File: config.mk
export PLATFORM = sky130hd
export DESIGN_NAME = qsn_layer_scheduler_flat
export DESIGN_NICKNAME = d
export VERILOG_FILES = /design/src/rtl/qsn_layer_scheduler_if.sv /design/src/rtl/qsn_layer_scheduler.sv /design/src/flat_wrapper.sv
export SDC_FILE = /design/constraint.sdc
export NUM_CORES = 1
export LEC_CHECK = 0
export CAP_MARGIN = 20
export CELL_PAD_IN_SITES_DETAIL_PLACEMENT = 0
export CELL_PAD_IN_SITES_GLOBAL_PLACEMENT = 1
export CORE_MARGIN = 3
export CORE_UTILIZATION = 40
export DETAILED_ROUTE_END_ITERATION = 10
export PLACE_DENSITY_LB_ADDON = 0.1
export SYNTH_ARGS = -nofsm -noshare
export SYNTH_HDL_FRONTEND = slang
export SYNTH_SLANG_ARGS = --single-unit
File: constraint.sdc
create_clock -name clk -period 2.6 [get_ports clk]
set_clock_uncertainty 0.05 [all_clocks]
set_input_delay 0.26 -clock clk [delete_from_list [all_inputs] [get_ports clk]]
set_output_delay 0.26 -clock clk [all_outputs]
set_load 0.02 [all_outputs]
File: src/rtl/qsn_layer_scheduler_if.sv
// QSN command channel between the layer scheduler and the shift network.
//   qsn_valid      scheduler -> QSN  command valid
//   qsn_ready      QSN -> scheduler  command accepted
//   qsn_shift      scheduler -> QSN  cyclic shift select
//   qsn_idx        scheduler -> QSN  table index of the command
//   qsn_layer_end  scheduler -> QSN  command closes its layer
//   qsn_iter       scheduler -> QSN  0-based decoding iteration
interface qsn_layer_scheduler_if #(
  parameter int SHIFT_W = 2,
  parameter int ADDR_W  = 3,
  parameter int ITER_W  = 4
);
  logic               qsn_valid;
  logic               qsn_ready;
  logic [SHIFT_W-1:0] qsn_shift;
  logic [ADDR_W-1:0]  qsn_idx;
  logic               qsn_layer_end;
  logic [ITER_W-1:0]  qsn_iter;

  modport master (
    output qsn_valid, qsn_shift, qsn_idx, qsn_layer_end, qsn_iter,
    input  qsn_ready
  );

  modport slave (
    input  qsn_valid, qsn_shift, qsn_idx, qsn_layer_end, qsn_iter,
    output qsn_ready
  );
endinterface

File: src/rtl/qsn_layer_scheduler.sv
// QSN layer scheduler: holds a programmable table of per-block shift values
// and replays it to the quasi-cyclic shift network for num_iter iterations,
// inserting one bubble cycle at every layer boundary.
// Ports:
//   clk, rst_n          clock (rising edge), asynchronous active-low reset
//   cfg_we_i            table write strobe (ignored while busy)
//   cfg_addr_i          table write index
//   cfg_shift_i         shift value written
//   cfg_last_i          entry closes a layer
//   cfg_len_i           index of final table entry, captured at start
//   num_iter_i          iterations to run, captured at start
//   start_i, abort_i    run control; abort has priority
//   busy_o, done_o      status; done is a one-cycle completion pulse
//   qsn                 command channel (master side)
module qsn_layer_scheduler #(
  parameter int LIFT    = 4,
  parameter int SHIFT_W = 2,
  parameter int DEPTH   = 8,
  parameter int ADDR_W  = 3,
  parameter int ITER_W  = 4
) (
  input  logic                   clk,
  input  logic                   rst_n,
  input  logic                   cfg_we_i,
  input  logic [ADDR_W-1:0]      cfg_addr_i,
  input  logic [SHIFT_W-1:0]     cfg_shift_i,
  input  logic                   cfg_last_i,
  input  logic [ADDR_W-1:0]      cfg_len_i,
  input  logic [ITER_W-1:0]      num_iter_i,
  input  logic                   start_i,
  input  logic                   abort_i,
  output logic                   busy_o,
  output logic                   done_o,
  qsn_layer_scheduler_if.master  qsn
);

  if (LIFT != (1 << SHIFT_W)) begin : g_lift_check
    $error("LIFT must equal 2**SHIFT_W");
  end

  typedef enum logic [1:0] {S_IDLE, S_ISSUE, S_GAP, S_DONE} state_t;

  logic [SHIFT_W-1:0] tbl_shift_q [DEPTH];
  logic               tbl_last_q  [DEPTH];

  state_t             state_q, state_d;
  logic [ADDR_W-1:0]  ptr_q, ptr_d, len_q, len_d;
  logic [ITER_W-1:0]  iter_q, iter_d, niter_q, niter_d;

  logic               busy_q, done_q, valid_q, lend_q;
  logic [SHIFT_W-1:0] shift_q;
  logic [ADDR_W-1:0]  idx_q;
  logic [ITER_W-1:0]  qiter_q;

  logic               hs;

  assign hs = valid_q & qsn.qsn_ready;

  // Table writes are locked out for the whole run so the replay is coherent.
  always_ff @(posedge clk or negedge rst_n) begin
    if (!rst_n) begin
      for (int i = 0; i < DEPTH; i++) begin
        tbl_shift_q[i] <= '0;
        tbl_last_q[i]  <= 1'b0;
      end
    end else if (cfg_we_i && !busy_q) begin
      tbl_shift_q[cfg_addr_i] <= cfg_shift_i;
      tbl_last_q[cfg_addr_i]  <= cfg_last_i;
    end
  end

  always_comb begin
    state_d = state_q;
    ptr_d   = ptr_q;
    iter_d  = iter_q;
    len_d   = len_q;
    niter_d = niter_q;
    if (abort_i) begin
      state_d = S_IDLE;
      ptr_d   = '0;
      iter_d  = '0;
    end else begin
      case (state_q)
        S_IDLE: begin
          if (start_i) begin
            len_d   = cfg_len_i;
            niter_d = num_iter_i;
            ptr_d   = '0;
            iter_d  = '0;
            // A zero-iteration run passes through GAP so done still lands
            // two cycles after start, without issuing any command.
            state_d = (num_iter_i == '0) ? S_GAP : S_ISSUE;
          end
        end
        S_ISSUE: begin
          if (hs) begin
            if (ptr_q == len_q) begin
              if (iter_q == niter_q - ITER_W'(1)) begin
                state_d = S_DONE;
              end else begin
                ptr_d   = '0;
                iter_d  = iter_q + ITER_W'(1);
                state_d = S_GAP;
              end
            end else begin
              ptr_d   = ptr_q + ADDR_W'(1);
              state_d = tbl_last_q[ptr_q] ? S_GAP : S_ISSUE;
            end
          end
        end
        S_GAP: state_d = (niter_q == '0) ? S_DONE : S_ISSUE;
        S_DONE: begin
          state_d = S_IDLE;
          ptr_d   = '0;
          iter_d  = '0;
        end
        default: state_d = S_IDLE;
      endcase
    end
  end

  // Outputs are registered from the next state, so the command shown in a
  // cycle is exactly the one the FSM sits on; command fields read 0 when idle.
  always_ff @(posedge clk or negedge rst_n) begin
    if (!rst_n) begin
      state_q <= S_IDLE;
      ptr_q   <= '0;
      iter_q  <= '0;
      len_q   <= '0;
      niter_q <= '0;
      busy_q  <= 1'b0;
      done_q  <= 1'b0;
      valid_q <= 1'b0;
      lend_q  <= 1'b0;
      shift_q <= '0;
      idx_q   <= '0;
      qiter_q <= '0;
    end else begin
      state_q <= state_d;
      ptr_q   <= ptr_d;
      iter_q  <= iter_d;
      len_q   <= len_d;
      niter_q <= niter_d;
      busy_q  <= (state_d != S_IDLE);
      done_q  <= (state_d == S_DONE);
      valid_q <= (state_d == S_ISSUE);
      if (state_d == S_ISSUE) begin
        shift_q <= tbl_shift_q[ptr_d];
        idx_q   <= ptr_d;
        qiter_q <= iter_d;
        lend_q  <= tbl_last_q[ptr_d] | (ptr_d == len_d);
      end else begin
        shift_q <= '0;
        idx_q   <= '0;
        qiter_q <= '0;
        lend_q  <= 1'b0;
      end
    end
  end

  assign busy_o            = busy_q;
  assign done_o            = done_q;
  assign qsn.qsn_valid     = valid_q;
  assign qsn.qsn_shift     = shift_q;
  assign qsn.qsn_idx       = idx_q;
  assign qsn.qsn_layer_end = lend_q;
  assign qsn.qsn_iter      = qiter_q;

endmodule

File: src/flat_wrapper.sv
// flat-port wrapper written by rule: the top's interface ports become plain ports
module qsn_layer_scheduler_flat 
#(
  parameter int LIFT    = 4,
  parameter int SHIFT_W = 2,
  parameter int DEPTH   = 8,
  parameter int ADDR_W  = 3,
  parameter int ITER_W  = 4
)
  (clk, rst_n, cfg_we_i, cfg_addr_i, cfg_shift_i, cfg_last_i, cfg_len_i, num_iter_i, start_i, abort_i, busy_o, done_o, qsn_qsn_valid, qsn_qsn_shift, qsn_qsn_idx, qsn_qsn_layer_end, qsn_qsn_iter, qsn_qsn_ready);
  qsn_layer_scheduler_if #(.SHIFT_W(SHIFT_W), .ADDR_W(ADDR_W), .ITER_W(ITER_W)) qsn_i ();
  input  logic clk;
  input  logic rst_n;
  input  logic cfg_we_i;
  input  logic [ADDR_W-1:0] cfg_addr_i;
  input  logic [SHIFT_W-1:0] cfg_shift_i;
  input  logic cfg_last_i;
  input  logic [ADDR_W-1:0] cfg_len_i;
  input  logic [ITER_W-1:0] num_iter_i;
  input  logic start_i;
  input  logic abort_i;
  output logic busy_o;
  output logic done_o;
  output wire logic [$bits(qsn_i.qsn_valid)-1:0] qsn_qsn_valid;
  output wire logic [$bits(qsn_i.qsn_shift)-1:0] qsn_qsn_shift;
  output wire logic [$bits(qsn_i.qsn_idx)-1:0] qsn_qsn_idx;
  output wire logic [$bits(qsn_i.qsn_layer_end)-1:0] qsn_qsn_layer_end;
  output wire logic [$bits(qsn_i.qsn_iter)-1:0] qsn_qsn_iter;
  input wire logic [$bits(qsn_i.qsn_ready)-1:0] qsn_qsn_ready;
  assign qsn_qsn_valid = qsn_i.qsn_valid;
  assign qsn_qsn_shift = qsn_i.qsn_shift;
  assign qsn_qsn_idx = qsn_i.qsn_idx;
  assign qsn_qsn_layer_end = qsn_i.qsn_layer_end;
  assign qsn_qsn_iter = qsn_i.qsn_iter;
  assign qsn_i.qsn_ready = qsn_qsn_ready;
  qsn_layer_scheduler #(.LIFT(LIFT), .SHIFT_W(SHIFT_W), .DEPTH(DEPTH), .ADDR_W(ADDR_W), .ITER_W(ITER_W)) u_core (.clk(clk), .rst_n(rst_n), .cfg_we_i(cfg_we_i), .cfg_addr_i(cfg_addr_i), .cfg_shift_i(cfg_shift_i), .cfg_last_i(cfg_last_i), .cfg_len_i(cfg_len_i), .num_iter_i(num_iter_i), .start_i(start_i), .abort_i(abort_i), .busy_o(busy_o), .done_o(done_o), .qsn(qsn_i));
endmodule
======== Word level (Yosys, flattened, before mapping) ========
Index checks and enable logic that the tools add are counted.
storage, ports and cells
  bits in registers ....................... 53
  bits in latches ......................... 0
  RAM bits ................................ 0
  bits in read-only memories .............. 0
  bits of input ports ..................... 19
  output and inout port bits .............. 13
  logic and storage cells ................. 100
  memories kept ........................... 0
operators by class
  $add $sub $neg .......................... 3
  multipliers ............................. 0
  divide/modulo/power cells ............... 0
  $lt $le $gt $ge ......................... 4
  eq/ne operators ......................... 8
  shifts and indexed selects .............. 0
  mux-type cells .......................... 43
  bitwise operators ....................... 6
  reductions and logical operators ........ 8
operators with widths
  kind                                                                   count
  3-bit 2-to-1 mux                                                       9
  4-bit 2-to-1 mux                                                       6
  2-bit 2-to-1 mux                                                       11
  16-bit bitwise mux                                                     1
  4-bit greater-or-equal comparator, second input constant               3
  3-bit inverter with 4-bit output                                       3
  4-bit one-hot mux with 3 select lines                                  1
  3-bit one-hot mux with 3 select lines                                  1
  8-bit bitwise mux                                                      1
  4-bit zero test                                                        2
  2-bit one-hot mux with 4 select lines                                  1
  1-bit 2-to-1 mux                                                       7
  1-bit binary-select mux with 3-bit select                              2
  2-bit binary-select mux with 3-bit select                              1
  2-bit demux with 3-bit select                                          1
  2-bit equality test, second input constant                             3
  3-bit equality test                                                    2
  4-bit by 1-bit adder with 4-bit output, second input constant          1
  2-bit by 1-bit equality test with 1-bit output, second input constant  2
  4-bit equality test                                                    1
  4-bit by 1-bit < comparator with 1-bit output, second input constant   1
  4-bit by 1-bit subtractor with 4-bit output, second input constant     1
  3-bit by 1-bit adder with 3-bit output, second input constant          1
  1-bit demux with 3-bit select                                          1
  8 further kinds                                                        9

======== Longest topological paths before layout ========
  depth after elaboration ................. 13
  mapped depth ............................ 10
  depth with buffers taken out ............ 9

======== Worst setup path before layout ========
OpenSTA, ideal clock, no wires.
  path kind ............................... register to register
  start point ............................. reg u_core.niter_q[0]
  end point ............................... reg u_core.shift_q[1] (netlist: u_core.qsn.qsn_shift[1])
  setup time .............................. 121 ps
  arrival ................................. 2,422 ps
  required time ........................... 2,429 ps
  path slack .............................. 7 ps
  stages on the path, launching flop included .. 11
  buffers on the path ..................... 1
  period minus slack after synthesis ...... 2,593 ps
  path through ............................ dfrtp_1 -> inv_1 -> ha_1 -> xnor2_1 -> nor3_4 -> a31oi_4 -> or2_1 -> buf_6 -> inv_6 -> mux4_1 -> a22o_1
on the way
  word-level cells in the longest chain between the ends .. 12
  elaborated cells between the ends (all ways) .. 20
  those cells by class .................... add/sub: 1; eq/ne: 2; mux: 15; bitwise: 1; reduce/logical: 1
RTL lines
  element                                                 RTL line                    source
  from (decl)                                             qsn_layer_scheduler.sv:48   logic [ITER_W-1:0] iter_q, iter_d, niter_q, niter_d;
  from (signal assigned)                                  qsn_layer_scheduler.sv:143  niter_q <= niter_d;
  4-bit by 1-bit subtractor with 4-bit output             qsn_layer_scheduler.sv:98   if (iter_q == niter_q - ITER_W'(1)) begin
  4-bit equality test                                     qsn_layer_scheduler.sv:98
  3-bit 2-to-1 mux                                        qsn_layer_scheduler.sv:98
  3-bit 2-to-1 mux                                        qsn_layer_scheduler.sv:97   if (ptr_q == len_q) begin
  3-bit 2-to-1 mux                                        qsn_layer_scheduler.sv:96   if (hs) begin
  3-bit one-hot mux with 3 select lines                   qsn_layer_scheduler.sv:83   case (state_q)
  3-bit 2-to-1 mux                                        qsn_layer_scheduler.sv:78   if (abort_i) begin
  named net u_core.ptr_d[0]                               qsn_layer_scheduler.sv:47   logic [ADDR_W-1:0] ptr_q, ptr_d, len_q, len_d;
  3-bit inverter with 4-bit output (implied by the code)  qsn_layer_scheduler.sv:148  shift_q <= tbl_shift_q[ptr_d];
  2-bit binary-select mux with 3-bit select               qsn_layer_scheduler.sv:148
  2-bit 2-to-1 mux (implied by the code) (2 in a row)     qsn_layer_scheduler.sv:148
  2-bit 2-to-1 mux                                        qsn_layer_scheduler.sv:147  if (state_d == S_ISSUE) begin
  to (signal assigned)                                    qsn_layer_scheduler.sv:148
  to (decl)                                               qsn_layer_scheduler.sv:51   logic [SHIFT_W-1:0] shift_q;
The timed path passes the listed nets, and every way through them passes these cells. The select of a mux whose other input is x is not followed.
A chain may end at the register's enable or synchronous reset.

======== Final worst setup path ========
Same ends and word-level chain as after synthesis.

==> metrics <==
worst min-delay path category input pin to asynchronous set/reset pin; synth unique cells 51; Post-Route WL 6.09 mm; DR vias 1910; CP Class flop to flop; Slew @ Worst Pin 662 ps; unrepaired setup endpoints after global routing true; final core occ 52.8%; Crit-path slowest cell mux4_2; Clock Path Buffers 2; slack of the critical path 77.7 ps; Finish-stage setup viols 0; H-tree level count 2; residual DRC count 0; initial antenna violation count 0; vias in the first global route 1957; TritonCTS Buffers 5; PwrDens 601 nW/um^2; crit path cell chain inv_1 > ha_1 > xnor2_1 > nor3_4 > a31oi_4 > or2_4 > inv_6 > mux4_2 > a22o_1; final non-filler cell total 359; PortBufs 31; final hold vios 0; # placed instances 348; Via density 5.32; # rows 29; Reg power frac 51.2%; Post-CTS Hold Buffers 0; Initial Util 41.9%; CP Launch Type flop; die height 88.2 microns; post-route ant nets 0; WP buf/inv 2; combinational share of power 25.7%; Core ar. 6460 sq um; LEAKAGE 1.47 nW; Syn Inst Count 226; final period utilization 97.0%; status complete, no violations; fillcell total 594; Final Max Slew Viols 0; Setup crit end kind flop; Synth Register Bits 53; Yosys warning count 0; Worst-path clk slew 100 ps; post-synthesis sequential area ratio 49.0%; top_reg_cell synth dfrtp_1; clock power share 23.1%; Die ar. 7790 sq um; gr usage total 16.3%; Post-synth EDFFs 0; Root Driver clkbuf_8; CTS tree yes; Routability Congestion 0.820; Critical Path AT 2680 ps; layout cell share with drive strength beyond 1 29.8%; Sum Neg Setup Slack 0 ps; syn_nets 248; most frequent cells in the layout 53 x dfrtp_1, 30 x clkdlybuf4s50_1, 27 x mux2_2; grt total ovfl 0; initial DRC count 84; Max FO, Critical Path 5; Sink Count 53; worst rel slew slack 55.9%; hpwl dp 4.48 mm; first-pass GRT wire length 9.67 mm; Area Growth Syn to Fin 26.2%; Avg Inst Size Synth 12.0 sq um; worst-case vdd ir drop 416 uV; largest net degree at the start of global routing 54; switching pwr 0.000610 W; Clk Latency, worst-skew pair 310 ps; Power Internal 0.00144 W; Period minus WS final 2520 ps; # nets final 303; Antenna Cells 0; Routed wire per std cell 17.0 microns; Pre-antenna DRT Iters 4; Syn Std Cell Area 2710 sq um; FFs w/ async S/R, synth 100%; commonest non-fill, non-tap cell in the layout dfrtp_1; io pins 32; die width 88.2 microns; Max Cap Viol 0; CP Data Required Time 2750 ps; sw frac 29.8%; delay-heaviest family, CP simple AND/OR/NAND/NOR gates; Max stage delay on crit path 490 ps; pre-CTS setup slack -87.4 ps; Fmax 0.396 GHz
## flip-flops by register name, summed over array words and instances, names as in the netlist
signal                    count
u_core.qsn.qsn_idx            3
u_core.qsn.qsn_valid          1
u_core.tbl_shift_q           16
u_core.state_q                2
u_core.tbl_last_q             8
u_core.done_o                 1
u_core.qsn.qsn_iter           4
u_core.ptr_q                  3
u_core.qsn.qsn_layer_end      1
u_core.len_q                  3
u_core.iter_q                 4
u_core.niter_q                4
u_core.busy_o                 1
u_core.qsn.qsn_shift          2
## timing repair
| item | CTS | global route |
|---|---|---|
| resized for setup | 0 | 16 |
| setup buffers | 0 | 2 |
| hold endpoints to repair | 0 | 0 |
| setup endpoints to repair | 0 | 3 |
## power by group through the flow
| stage | Sequential [W] | Clock (W) | Combinational, W |
|---|---|---|---|
| 6_report | 0.00105 | 0.000474 | 0.000528 |
| 5_1_grt | 0.00107 | 0.000523 | 0.000580 |
| 4_1_cts | 0.00105 | 0.000489 | 0.000499 |
| 3_5_place_dp | 0.00107 | 0 | 0.000496 |
| 3_3_place_gp | 0.00107 | 0 | 0.000489 |
| 2_1_floorplan | 0.00104 | 0 | 0.000329 |
## worst reg2reg max path, cell delays in order, from the launching register on
cell     delay (ps)
dfrtp_1         360
inv_1            60
ha_1            300
xnor2_1         160
nor3_4          270
a31oi_4         130
or2_4           290
inv_6            80
mux4_2          500
a22o_1          240
## path summary, 6_finish.rpt
| path | start | end | slack, ps | cells after the start |
|---|---|---|---|---|
| worst max-delay path | u_core.niter_q[0]$_DFFE_PN0P_ | u_core.qsn.qsn_shift[1]$_DFF_PN0_ | 80 | 9 |
| worst min-delay path | rst_n | u_core.niter_q[2]$_DFFE_PN0P_ | 6 | 2 |
| worst max register to register | u_core.niter_q[0]$_DFFE_PN0P_ | u_core.qsn.qsn_shift[1]$_DFF_PN0_ | 80 | 9 |
| worst min register to register | u_core.tbl_shift_q[10]$_DFFE_PN0P_ | u_core.tbl_shift_q[10]$_DFFE_PN0P_ | 470 | 1 |
| max in group asynchronous | rst_n | u_core.qsn.qsn_idx[1]$_DFF_PN0_ | 2050 | 2 |
| min in group clk | u_core.tbl_shift_q[10]$_DFFE_PN0P_ | u_core.tbl_shift_q[10]$_DFFE_PN0P_ | 470 | 1 |
## stage by stage
| step | total power (W) | hold slack, ps | area (sq um) |
|---|---|---|---|
| after global placement | 0.00155 | 375 | 3220 |
| final | 0.00205 | 5.74 | 3410 |
| after detailed placement | 0.00156 | 384 | 3220 |
| after floorplan | 0.00137 | -85.6 | 2710 |
| after CTS | 0.00204 | 40.2 | 3310 |
| after global routing | 0.00217 | 70.1 | 3410 |
## routing by layer
metal	track usage (%)	vias up	share of wire, %
li1	-	936	-
met1	21.3	946	44
met2	27.9	26	52
met3	2.98	2	3.0
met4	4.12	0	0.48
met5	0	-	0
## synth_stat cells, drive strengths merged, types with 6 or more instances
master	n	area [sq um]
dfrtp	53	1330
and2	7	43.8
xnor2	8	70.1
mux2	27	304
nand3	6	30.0
nor2	13	48.8
nand2	13	48.8
inv	10	42.5
a21oi	9	45.0
o21ai	10	50.0
mux4	6	143
## kinds of logic (layout without fill, tap and decap cells)
family	count (synthesis)	in the layout	share of synthesized area, %
fa+ha+maj	3	3	1.39
simple gates	67	67	13.9
xor+xnor	11	11	4.16
buf+inv	16	72	3.05
mux	34	34	16.9
compound gates	42	42	11.6
flops	53	53	49.0
## cell type report
cell class                 instances  area, sq um  share of cell area [%]
multi-input combinational        157         1380                    40.4
sequential                        53         1330                    38.9
clock inverter                     3         22.5                   0.660
timing repair buffer              54          479                    14.0
tap                               77         96.3                    2.82
clock buffer                       5         68.8                    2.02
inverter                          10         42.5                    1.25
No activity file was read; power rests on OpenSTA's default activity.
